## config.mk

```make
export PLATFORM = sky130hd
export DESIGN_NAME = point_tracker_flat
export DESIGN_NICKNAME = d
export VERILOG_FILES = /design/src/rtl/point_tracker_if.sv /design/src/rtl/point_tracker.sv /design/src/flat_wrapper.sv
export SDC_FILE = /design/constraint.sdc
export NUM_CORES = 1
export LEC_CHECK = 0
export ABC_AREA = 1
export ABC_CLOCK_PERIOD_IN_PS = 3100
export CELL_PAD_IN_SITES_DETAIL_PLACEMENT = 2
export CELL_PAD_IN_SITES_GLOBAL_PLACEMENT = 2
export CORE_ASPECT_RATIO = 0.7
export CORE_UTILIZATION = 33
export CTS_CLUSTER_DIAMETER = 120
export DETAILED_ROUTE_END_ITERATION = 7
export PLACE_DENSITY_LB_ADDON = 0.1
export SYNTH_ARGS = -nofsm -noshare
export SYNTH_HDL_FRONTEND = slang
export SYNTH_SLANG_ARGS = --single-unit
```

## constraint.sdc

```tcl
create_clock -name i_clk -period 3.1 [get_ports i_clk]
set_input_delay 0.465 -clock i_clk [delete_from_list [all_inputs] [get_ports i_clk]]
set_output_delay 0.465 -clock i_clk [all_outputs]
set_load 0.02 [all_outputs]
```

## src/rtl/point_tracker_if.sv

```systemverilog
// Pixel stream into the colour-blob tracker and the centroid/status signals it returns.
// The master drives pixels (video source); the slave is the tracker.
interface point_tracker_if;
    logic [29:0] i_color;
    logic [9:0]  i_h;
    logic [9:0]  i_v;
    logic        i_rendering;
    logic        i_frame_end;
    logic [9:0]  o_pointH;
    logic [9:0]  o_pointV;
    logic        o_pointVAL;
    logic        o_busy;
    logic        o_drop;

    modport master (
        output i_color, i_h, i_v, i_rendering, i_frame_end,
        input  o_pointH, o_pointV, o_pointVAL, o_busy, o_drop
    );

    modport slave (
        input  i_color, i_h, i_v, i_rendering, i_frame_end,
        output o_pointH, o_pointV, o_pointVAL, o_busy, o_drop
    );
endinterface

```

## src/rtl/point_tracker.sv

```systemverilog
// Red-blob centroid tracker: per-frame coordinate accumulation followed by a
// serial restoring division of the sums by the match count, one quotient bit per cycle.
module point_tracker #(
    parameter int FRAME_W   = 640,
    parameter int FRAME_H   = 480,
    parameter int R_MIN     = 600,
    parameter int GB_MAX    = 300,
    parameter int MIN_COUNT = 64
) (
    input logic            i_clk,
    input logic            i_rst_n,
    point_tracker_if.slave pt
);
    localparam logic [9:0]  FW    = 10'(FRAME_W);
    localparam logic [9:0]  FH    = 10'(FRAME_H);
    localparam logic [9:0]  RMIN  = 10'(R_MIN);
    localparam logic [9:0]  GBMAX = 10'(GB_MAX);
    localparam logic [18:0] MINC  = 19'(MIN_COUNT);

    typedef enum logic [1:0] {IDLE, DIV_H, DIV_V, OUT} state_t;

    state_t      state;
    logic [4:0]  bit_idx;
    logic        match;
    logic [28:0] sum_h, sum_v, sum_h_nxt, sum_v_nxt;
    logic [18:0] cnt, cnt_nxt;
    logic [28:0] num;
    logic [28:0] op_v;
    logic [18:0] den, rem;
    logic [9:0]  q_h;
    logic [19:0] step;

    // One restoring step: returns {next remainder, quotient bit}. The remainder
    // stays below the divisor, so 19 bits hold it and the trial needs only one more.
    function automatic logic [19:0] div_step(input logic [18:0] r, input logic msb,
                                             input logic [18:0] d);
        logic [19:0] trial;
        logic [18:0] diff;
        trial = {r, msb};
        diff  = trial[18:0] - d;
        if (trial >= {1'b0, d}) div_step = {diff, 1'b1};
        else                    div_step = {trial[18:0], 1'b0};
    endfunction

    always_comb begin
        match = pt.i_rendering && (pt.i_h < FW) && (pt.i_v < FH) &&
                (pt.i_color[29:20] >= RMIN) &&
                (pt.i_color[19:10] <= GBMAX) && (pt.i_color[9:0] <= GBMAX);
        sum_h_nxt = sum_h + (match ? {19'd0, pt.i_h} : 29'd0);
        sum_v_nxt = sum_v + (match ? {19'd0, pt.i_v} : 29'd0);
        cnt_nxt   = cnt + {18'd0, match};
        step      = div_step(rem, num[28], den);
    end

    // Accumulation never stalls; a frame end always starts a fresh frame.
    always_ff @(posedge i_clk or negedge i_rst_n) begin
        if (!i_rst_n) begin
            sum_h <= '0;
            sum_v <= '0;
            cnt   <= '0;
        end else if (pt.i_frame_end) begin
            sum_h <= '0;
            sum_v <= '0;
            cnt   <= '0;
        end else begin
            sum_h <= sum_h_nxt;
            sum_v <= sum_v_nxt;
            cnt   <= cnt_nxt;
        end
    end

    // Divider datapath: quotient bits shift into num's LSB as the dividend leaves its MSB.
    always_ff @(posedge i_clk) begin
        case (state)
            IDLE: begin
                if (pt.i_frame_end) begin
                    num  <= sum_h_nxt;
                    op_v <= sum_v_nxt;
                    den  <= cnt_nxt;
                    rem  <= '0;
                end
            end
            DIV_H: begin
                if (bit_idx == 5'd0) begin
                    q_h <= {num[8:0], step[0]};
                    num <= op_v;
                    rem <= '0;
                end else begin
                    num <= {num[27:0], step[0]};
                    rem <= step[19:1];
                end
            end
            DIV_V: begin
                num <= {num[27:0], step[0]};
                rem <= step[19:1];
            end
            default: ;
        endcase
    end

    always_ff @(posedge i_clk or negedge i_rst_n) begin
        if (!i_rst_n) begin
            state         <= IDLE;
            bit_idx       <= '0;
            pt.o_pointH   <= 10'h3FF;
            pt.o_pointV   <= 10'h3FF;
            pt.o_pointVAL <= 1'b0;
            pt.o_busy     <= 1'b0;
            pt.o_drop     <= 1'b0;
        end else begin
            pt.o_pointVAL <= 1'b0;
            pt.o_drop     <= pt.i_frame_end && pt.o_busy;
            case (state)
                IDLE: begin
                    if (pt.i_frame_end) begin
                        state     <= DIV_H;
                        bit_idx   <= 5'd28;
                        pt.o_busy <= 1'b1;
                    end
                end
                DIV_H: begin
                    if (bit_idx == 5'd0) begin
                        state   <= DIV_V;
                        bit_idx <= 5'd28;
                    end else begin
                        bit_idx <= bit_idx - 5'd1;
                    end
                end
                DIV_V: begin
                    if (bit_idx == 5'd0) state <= OUT;
                    else                 bit_idx <= bit_idx - 5'd1;
                end
                OUT: begin
                    state     <= IDLE;
                    pt.o_busy <= 1'b0;
                    // Too few pixels means noise; keep the last good point on screen.
                    if (den >= MINC) begin
                        pt.o_pointH   <= q_h;
                        pt.o_pointV   <= num[9:0];
                        pt.o_pointVAL <= 1'b1;
                    end
                end
                default: state <= IDLE;
            endcase
        end
    end
endmodule

```

## src/flat_wrapper.sv

```systemverilog
// flat-port wrapper written by rule: the top's interface ports become plain ports
module point_tracker_flat 
#(
    parameter int FRAME_W   = 640,
    parameter int FRAME_H   = 480,
    parameter int R_MIN     = 600,
    parameter int GB_MAX    = 300,
    parameter int MIN_COUNT = 64
)
  (i_clk, i_rst_n, pt_i_color, pt_i_h, pt_i_v, pt_i_rendering, pt_i_frame_end, pt_o_pointH, pt_o_pointV, pt_o_pointVAL, pt_o_busy, pt_o_drop);
  point_tracker_if pt_i ();
  input logic i_clk;
  input logic i_rst_n;
  input wire logic [$bits(pt_i.i_color)-1:0] pt_i_color;
  input wire logic [$bits(pt_i.i_h)-1:0] pt_i_h;
  input wire logic [$bits(pt_i.i_v)-1:0] pt_i_v;
  input wire logic [$bits(pt_i.i_rendering)-1:0] pt_i_rendering;
  input wire logic [$bits(pt_i.i_frame_end)-1:0] pt_i_frame_end;
  output wire logic [$bits(pt_i.o_pointH)-1:0] pt_o_pointH;
  output wire logic [$bits(pt_i.o_pointV)-1:0] pt_o_pointV;
  output wire logic [$bits(pt_i.o_pointVAL)-1:0] pt_o_pointVAL;
  output wire logic [$bits(pt_i.o_busy)-1:0] pt_o_busy;
  output wire logic [$bits(pt_i.o_drop)-1:0] pt_o_drop;
  assign pt_i.i_color = pt_i_color;
  assign pt_i.i_h = pt_i_h;
  assign pt_i.i_v = pt_i_v;
  assign pt_i.i_rendering = pt_i_rendering;
  assign pt_i.i_frame_end = pt_i_frame_end;
  assign pt_o_pointH = pt_i.o_pointH;
  assign pt_o_pointV = pt_i.o_pointV;
  assign pt_o_pointVAL = pt_i.o_pointVAL;
  assign pt_o_busy = pt_i.o_busy;
  assign pt_o_drop = pt_i.o_drop;
  point_tracker #(.FRAME_W(FRAME_W), .FRAME_H(FRAME_H), .R_MIN(R_MIN), .GB_MAX(GB_MAX), .MIN_COUNT(MIN_COUNT)) u_core (.i_clk(i_clk), .i_rst_n(i_rst_n), .pt(pt_i));
endmodule
```

# Yosys cells after proc, flatten, opt, wreduce, memory -nomap -nowiden
# Index checks and enable logic that the tools add are counted.
[word_totals]
output_inout_bits = 23
register_bits = 213
inputBits = 54
[classes]
magnitude_cmp = 7
n_eq_ne = 7
add_sub_neg = 5
muxes = 24
n_reduce_logical = 17
[op_table]
columns = ["op", "n"]
rows = [
  ["two-way mux 29 bit", 4],
  ["one-hot mux 29 bit (3 select lines)", 1],
  ["adder 29 bit", 2],
  ["two-way mux 19 bit", 3],
  ["one-hot mux 19 bit (3 select lines)", 1],
  [">= comparator 20 x 19 -> 1 bit", 1],
  ["<= comparator 10 x 9 -> 1 bit (second input constant)", 2],
  ["two-way mux 10 bit", 2],
  ["two-way mux 20 bit", 1],
  ["adder 19 x 1 -> 19 bit", 1],
  [">= comparator 19 x 7 -> 1 bit (second input constant)", 1],
  ["subtractor 19 bit", 1],
  ["two-way mux 5 bit", 3],
  ["one-hot mux 5 bit (3 select lines)", 1],
  [">= comparator 10 bit (second input constant)", 1],
  ["< comparator 10 bit (second input constant)", 1],
  ["< comparator 10 x 9 -> 1 bit (second input constant)", 1],
  ["AND reduction 2 bit", 5],
  ["one-hot mux 2 bit (4 select lines)", 1],
  ["logical AND 1 bit", 6],
  ["two-way mux 2 bit", 3],
  ["AND reduction 3 bit", 2],
  ["zero test 5 bit", 1],
  ["subtractor 5 x 1 -> 5 bit (second input constant)", 1],
  ["other kinds (9)", 14],
]

# Longest topological paths before layout
# Gate-level depths: netlist of run 1.
[depth]
word_depth = 10
mapped_depth = 22

# Worst setup path after synthesis of run 1
# Ideal clock, no wire load.
[synth_timing]
path_type = "register to register"
start = "reg u_core.state[0]"
end = "reg u_core.num[0], enable pin"
n_path_buf = 0
setup_time_ns = 0.454
synth_period_minus_slack_ns = 3.303
t_arrival_ns = 2.849
path_slack_ns = -0.203
required_ns = 2.646
stages_incl_launch_ff = 6
cell_sequence = "dfrtp_1 inv_1 ha_1 nand2_1 inv_1 nor2_1"
[synth_via]
elab_chain_cells = 3
word_cells_on_any_way = 6
cone_classes = "eq/ne (3); reduce/logical (3)"
[synth_rtl]
columns = ["item", "line", "source"]
rows = [
  ["start, declared", "point_tracker.sv:22", "state_t state;"],
  ["start signal, assigned", "point_tracker.sv:103", "state <= IDLE;"],
  ["start signal, assigned", "point_tracker.sv:116", "state <= DIV_H;"],
  ["start signal, assigned", "point_tracker.sv:123", "state <= DIV_V;"],
  ["== test 2 x 1 -> 1 bit, or another cell as far along", "point_tracker.sv:74", "case (state)"],
  ["nonzero test 3 bit (no source line) / != test 2 bit (equally long branches)", "-", ""],
  ["AND reduction 2 bit (no source line) *", "-", ""],
  ["end signal, assigned", "point_tracker.sv:77", "num <= sum_h_nxt;"],
  ["end signal, assigned", "point_tracker.sv:86", "num <= op_v;"],
  ["end signal, assigned", "point_tracker.sv:89", "num <= {num[27:0], step[0]};"],
  ["end, declared", "point_tracker.sv:27", "logic [28:0] num;"],
]
# Every way passes the cells marked *; elsewhere a longest branch is shown, timed or not.
# A chain may end at the register's enable or synchronous reset.

# Worst setup path after layout of run 1
[layout_timing]
start = "in pt_i_color[23]"
end = "reg u_core.num[8] (data pin)"
[layout_via]
elab_chain_cells = 8
[layout_rtl]
columns = ["item", "line", "source"]
rows = [
  ["start, declared", "flat_wrapper.sv:14", "input wire logic [$bits(pt_i.i_color)-1:0] pt_i_color;"],
  [">= comparator 10 bit", "point_tracker.sv:47", "(pt.i_color[29:20] >= RMIN) &&"],
  ["logical AND 1 bit", "point_tracker.sv:46", "match = pt.i_rendering && (pt.i_h < FW) && (pt.i_v < FH) &&"],
  ["logical AND 1 bit", "point_tracker.sv:47", ""],
  ["logical AND 1 bit", "point_tracker.sv:48", "(pt.i_color[19:10] <= GBMAX) && (pt.i_color[9:0] <= GBMAX);"],
  ["two-way mux 10 bit", "point_tracker.sv:49", "sum_h_nxt = sum_h + (match ? {19'd0, pt.i_h} : 29'd0);"],
  ["adder 29 bit", "point_tracker.sv:49", ""],
  ["two-way mux 29 bit", "point_tracker.sv:76", "if (pt.i_frame_end) begin"],
  ["one-hot mux 29 bit (3 select lines)", "point_tracker.sv:74", ""],
]
# No other way between the ends. The select of a mux whose other input is x is not followed.

==> metrics.txt, run 1 <==
clk_skew 0.0303 ns; Reg-to-Reg Start u_core.num[28]$_DFFE_PP_; Max Slew Vio Count 0; Detailed Routing Iterations Pass 1 5; hold crit path type flop to flop; HPWL after DPL 34300 um; WL final 47700 um; VDD IR max 0.000345 V; core area 36100 um^2; Yosys cell types 43; die height 163 um; Site Rows 58; largest net degree at the start of global routing 74; drt via density 5.07; arrival time worst endpoint 3.33 ns; CTS tree done; gpl congestion 0.849; DRC 0; initial antenna violation count 0; PD cells 723 nW/um^2; Worst setup SP type input port; clock-pin slew on the worst setup and hold paths 0.07 ns; first-pass GRT wire length 70900 um; DR WL/cell 21.4 um; Max H-tree Level 1; Top Ports 77; Die Wd 232 um; fraction of layout cells with a size suffix above 1 23.0%; Tot GR Track Use 24.5%; die area 37800 um^2; Starting Density 33.8%; Mapped Area 12200 um^2; Max clock buf depth 3; Cells after Synth 1524; Final Hold Fails 0; clk root buf clkbuf_16; Sink Count 213; CP required 3.35 ns; crit path kind input port to flop; Worst slew margin 33.5%; vias in the first global route 12000; crit-path max FO 4; Remaining Overflow, GRT 0; fin crit period 3.08 ns; post-route setup slack 0.0205 ns; fin crit share 99.3%; RSZ-0062 raised after global routing true; Clock Latency Late Sink 0.56 ns; leak pwr 7.73 nW; Buffers on Ports 73; Max-Cap Viols 0; total power 11.7 mW; kind of end point of the critical path flop; #FFs+latches synth 213; detailed-route via count 11300; status finished clean; diodes inserted 0; P&R area growth vs syn 32.2%; Syn Area/Cell 8.01 um^2; dpl ws -0.976 ns; Mapped Nets 1628; Max Clk Rate 0.325 GHz; initial drt markers 572; Synth warnings 0; post-synthesis sequential area ratio 48.2%; Worst Setup SP pt_i_color[23]; Final ANT Viol Nets 0; Least-Margin Pin Slew 0.998 ns; Inserted Clock Buffers 24; worst hold start u_core.q_h[8]$_DFFE_PP_; Net count, final 1836; worst hold margin 0.448 ns; # setup viols final 0
[per-layer routing]
layer / share of wire [%] / wire (um) / up-vias / global-route usage (%)
met2: 44 / 21000 / 213 / 37.4
li1: - / - / 5282 / -
met4: 1.7 / 816 / 0 / 4.10
met1: 50 / 24100 / 5758 / 37.3
met3: 4.0 / 1900 / 50 / 3.06
met5: 0 / 0 / - / 0
[Yosys cell counts (all sizes together)]
master  count  area, um^2
inv       241         905
nor4        4        25.0
nor2      206         811
conb        1        3.75
clkbuf     13        48.8
o221ai      2        17.5
nand3     101         521
a22oi      25         188
nand4      21         131
fa          3        60.1
a21oi      49         253
ha         47         588
xor2       35         307
nand3b     13        97.6
edfxtp    106        3180
nand2     429        1630
and2        9        56.3
o21ai      51         259
nor3       24         136
buf        13        92.6
o21bai      6        48.8
a21o        2        15.0
nor3b       2        20.0
or2         2        12.5
dfstp      20         526
dfrtp      87        2180
a211oi      1        7.51
xnor2       9        78.8
o211ai      2        15.0
[stage by stage]
step	TNS (ns)	cell area, um^2	util [%]	instances
floorplan	0	12200	-	1524
global placement	-66.24	14300	39.4	2161
detailed placement	-92.29	14300	39.4	2161
CTS	-0.0696	15300	42.3	2215
global route	-1.46	16100	44.7	2230
finish	0	16100	44.7	2230
[power by group]
group / switching, mW / internal (mW)
logic: 2.99 / 1.39
clock network: 1.31 / 1.61
registers: 0.441 / 3.93
total: 4.74 / 6.93
[cell families after synthesis]
family | after synthesis | synth area share [%]
compound gates | 138 | 6.58
simple gates | 811 | 28.2
buf+inv | 267 | 8.57
flops | 213 | 48.2
xor+xnor | 44 | 3.16
other cells | 1 | 0.0307
fa+ha+maj | 50 | 5.31
[repair_timing]
item / in CTS / in global routing
pin swaps: 6 / 66
resized for setup: 61 / 179
gates cloned: 1 / 1
endpoints found under the setup margin: 110 / 110
endpoints found under the hold margin: 24 / 0
buffers inserted: 8 / 16
hold buffers: 1 / 0
[flip-flops by register name, indices dropped and copies added, names as in the netlist, 2 cells and up]
signal and count:
u_core.q_h 10, u_core.pt.o_pointH 10, u_core.rem 19, u_core.cnt 19, u_core.den 19, u_core.state 2, u_core.num 29, u_core.sum_v 29
u_core.sum_h 29, u_core.bit_idx 5, u_core.pt.o_pointV 10, u_core.op_v 29
[critical path, stage by stage]
cell and delay, ns:
clkdlybuf4s50_1 0.41, a21oi_2 0.15, inv_2 0.05, a211oi_4 0.29, buf_6 0.15, nor2_2 0.05, nand3_4 0.13, clkbuf_16 0.20
nor2_4 0.05, ha_4 0.17, fa_2 0.41, nand3_2 0.08, nand2_2 0.07, buf_6 0.13, nand2_1 0.06, nand2_2 0.08
xnor2_1 0.25, o21ai_0 0.13
[final timing paths]
kind,endpoint,slack (ns),depth (start not counted)
setup / recovery,u_core.num[8]$_DFFE_PP_,0.02,18
hold / removal,u_core.pt.o_pointH[8]$_DFFE_PN1P_,0.45,2
setup reg to reg,u_core.rem[4]$_DFFE_PP_,0.38,13
hold reg to reg,u_core.pt.o_pointH[8]$_DFFE_PN1P_,0.45,2
max in group asynchronous,u_core.pt.o_pointV[2]$_DFFE_PN1P_,1.79,3
min in group asynchronous,u_core.pt.o_drop$_DFF_PN0_,0.47,2
[area by class of cell]
class                   instances  area [um^2]
multi-input cells            1044         6170
repair buffers                208         1810
clock inverters                14          145
well taps                     480          601
flip-flops and latches        213         5890
clock buffers                  30          623
fillers                      4016        20000
inverters                     241          905
[layout by cell type, fill, tap and decap left out, types with 4 or more instances in the layout]
| cell | n |
|---|---|
| nand2_1 | 357 |
| inv_1 | 225 |
| nor2_1 | 165 |
| buf_4 | 127 |
| edfxtp_1 | 106 |
| dfrtp_1 | 87 |
| nand3_1 | 83 |
| clkdlybuf4s50_1 | 64 |
| nand2_2 | 62 |
| a21oi_1 | 32 |
| nor2_2 | 30 |
| ha_1 | 30 |
| xor2_1 | 27 |
| a22oi_1 | 25 |
| clkbuf_16 | 25 |
| o21ai_0 | 23 |
| o21ai_1 | 23 |
| nand4_1 | 21 |
| dfstp_2 | 20 |
| nor3_1 | 17 |
| inv_2 | 16 |
| ha_4 | 15 |
| a21oi_2 | 13 |
| nand3b_1 | 13 |
| nand3_2 | 13 |
| nor2_4 | 11 |
| nand2_4 | 9 |
| and2_1 | 9 |
| xor2_2 | 8 |
| xnor2_1 | 6 |
| clkbuf_1 | 6 |
| nor3_2 | 5 |
| o21ai_2 | 5 |
| nand3_4 | 5 |
| o21bai_1 | 5 |
| buf_6 | 5 |
| a21oi_4 | 4 |
| dlymetal6s2s_1 | 4 |
Note: power is estimated with default switching activity, not from simulation.
==> run 2: changes to the inputs <==
==> constraint.sdc (replaced) <==
create_clock -name i_clk -period 3.1 [get_ports i_clk]
set_input_delay 0.31 -clock i_clk [delete_from_list [all_inputs] [get_ports i_clk]]
set_output_delay 0.31 -clock i_clk [all_outputs]
set_load 0.02 [all_outputs]
==> run 2 against run 1 <==
- cell area decreased by 4.8%
- register-to-register slack about the same
- first-iteration DRC count increased by 12%
- sequential share of layout area increased by 1.8 points
- clock power increased by 4%
- routed wire length decreased by 8.6%
- sequential cell count unchanged
- total power increased by 0.59%
- critical path type unchanged
- final cell count decreased by 0.94%
- largest cell class is now registers
- critical path depth increased by 3
- worst setup slack improved by 0.12 ns
- worst hold slack got worse by 0.18 ns
==> metrics.txt, run 2 (same netlist as run 1, synthesis figures left out) <==
HPWL after DPL 33300 um; worst r2r path cells 13; initial antenna violation count 0; CTS tree done; CP required 3.41 ns; Worst Hold End u_core.sum_v[15]$_DFF_PN0_; Max Slew Vio Count 0; DR WL/cell 19.8 um; PD cells 764 nW/um^2; detailed-route via count 10900; fin crit period 2.96 ns; WHS Path Cells 3; switching fraction of total power 39.9%; Top Ports 77; status finished clean; arrival time worst endpoint 3.27 ns; hold crit path type input port to flop; Filler Cell Count 4154; non-filler instance count after layout 2209; most frequent cells in the layout 406 x nand2_1, 236 x inv_1, 183 x nor2_1; crit-path max FO 10; dpl ws -0.682 ns; leak pwr 7.49 nW; Final Hold Fails 0; Inserted Clock Buffers 25; GR Util met3 3.03%; Worst Setup SP pt_i_h[7]; clk_skew 0.0141 ns; Reg-to-Reg Start u_core.num[28]$_DFFE_PP_; crit path kind input port to flop; sequential share of power 37.1%; clk root buf clkbuf_16; Post-DP Area 14300 um^2; Setup Buffers After CTS 0; RSZ-0062 raised after global routing true; drt via density 4.95; GR Util met2 34.4%; Site Rows 58; DRC 0; Crit Reg-Reg Endpoint u_core.rem[7]$_DFFE_PP_; P&R area growth vs syn 25.8%; Worst slew margin 34.1%; WL final 43600 um; first-pass GRT wire length 68400 um; Net count, final 1814; Comb pwr share 37.1%; Remaining Overflow, GRT 0; VDD IR max 0.000349 V; Final Cell Area 15400 um^2; diodes inserted 0; Max-Cap Viols 0; gpl congestion 0.830; Tot GR Track Use 23.5%; die area 37800 um^2; # setup viols final 0; Starting Density 33.8%; Clock Latency Late Sink 0.55 ns; fraction of layout cells with a size suffix above 1 15.7%; Least-Margin Pin Slew 0.988 ns; Psw 4.69 mW; # placed instances 2162; Max Clk Rate 0.337 GHz; gr busiest metal met1; worst hold start pt_i_frame_end; clock share of power 25.8%; post-route setup slack 0.136 ns; vias in the first global route 11800; Worst setup SP type input port; fin crit share 95.6%; most common cell after layout, fill and taps aside nand2_1; Sink Count 213; initial drt markers 639; Die Wd 232 um; Register-to-Register Setup Slack 0.38 ns; core area 36100 um^2; met1 Resource Use GR 36.6%; kind of end point of the critical path flop; largest net degree at the start of global routing 74; Max clock buf depth 3; die height 163 um; Detailed Routing Iterations Pass 1 5; Max H-tree Level 1; clock-pin slew on the worst setup and hold paths 0.06 ns; internal power 7.05 mW; Buffers on Ports 73; Final ANT Viol Nets 0; setup_tns 0 ns
run 2: how the worst max path moves through the flow:
stage,endpoint,slack [ns]
floorplan,u_core.op_v[16]$_DFFE_PP_,0.32
global placement,u_core.num[26]$_DFFE_PP_,-0.59
detailed placement,u_core.num[17]$_DFFE_PP_,-0.68
CTS,u_core.op_v[20]$_DFFE_PP_,0.004
global route,u_core.op_v[20]$_DFFE_PP_,-0.07
finish,u_core.op_v[22]$_DFFE_PP_,0.14
run 2: worst max-delay path, stage by stage:
cell,delay [ns]
clkdlybuf4s50_1,0.40
inv_1,0.17
a21oi_4,0.10
buf_4,0.14
nor2_1,0.10
o21ai_0,0.10
nor2_1,0.11
nand3_2,0.12
buf_6,0.17
nor2_1,0.09
ha_1,0.17
inv_1,0.07
fa_1,0.38
inv_1,0.09
nand3_1,0.09
nand2_2,0.12
nand2_1,0.10
nand2_2,0.09
nand4_1,0.15
nand3_2,0.13
nand2_1,0.06
run 2: area by class of cell:
class	count	area [um^2]	share of cell area (%)
flip-flops and latches	213	5890	38.3
multi-input cells	1044	5550	36.1
repair buffers	185	1610	10.5
inverters	241	905	5.89
clock buffers	31	701	4.56
well taps	480	601	3.91
clock inverters	15	121	0.790
run 2: per-stage QoR:
step	util [%]	hold slack, ns	power [mW]
global placement	39.5	0.388	8.56
finish	42.5	0.269	11.7
floorplan	-	0.0144	6.95
global route	42.5	0.259	12.4
detailed placement	39.5	0.388	8.73
CTS	41.9	0.245	11.8
run 2: power by group through the flow:
stage / Sequential (mW) / Clock [mW] / Combinational (mW)
floorplan: 4.38 / 0 / 2.57
global placement: 4.37 / 0 / 4.19
detailed placement: 4.38 / 0 / 4.35
CTS: 4.35 / 3.10 / 4.40
global route: 4.40 / 3.20 / 4.82
finish: 4.35 / 3.03 / 4.36
run 2: repair_timing:
action                                 in CTS  in global routing
hold buffers                                1                  0
setup endpoints to repair                  15                 94
endpoints found under the hold margin      24                  0
resized for setup                           5                 62
pin swaps                                   0                 10
run 2: layer usage:
metal / vias up / share of wire, %
met5: - / 0
met4: 0 / 1.9
met3: 46 / 3.4
met2: 166 / 42
met1: 5463 / 53
li1: 5249 / -
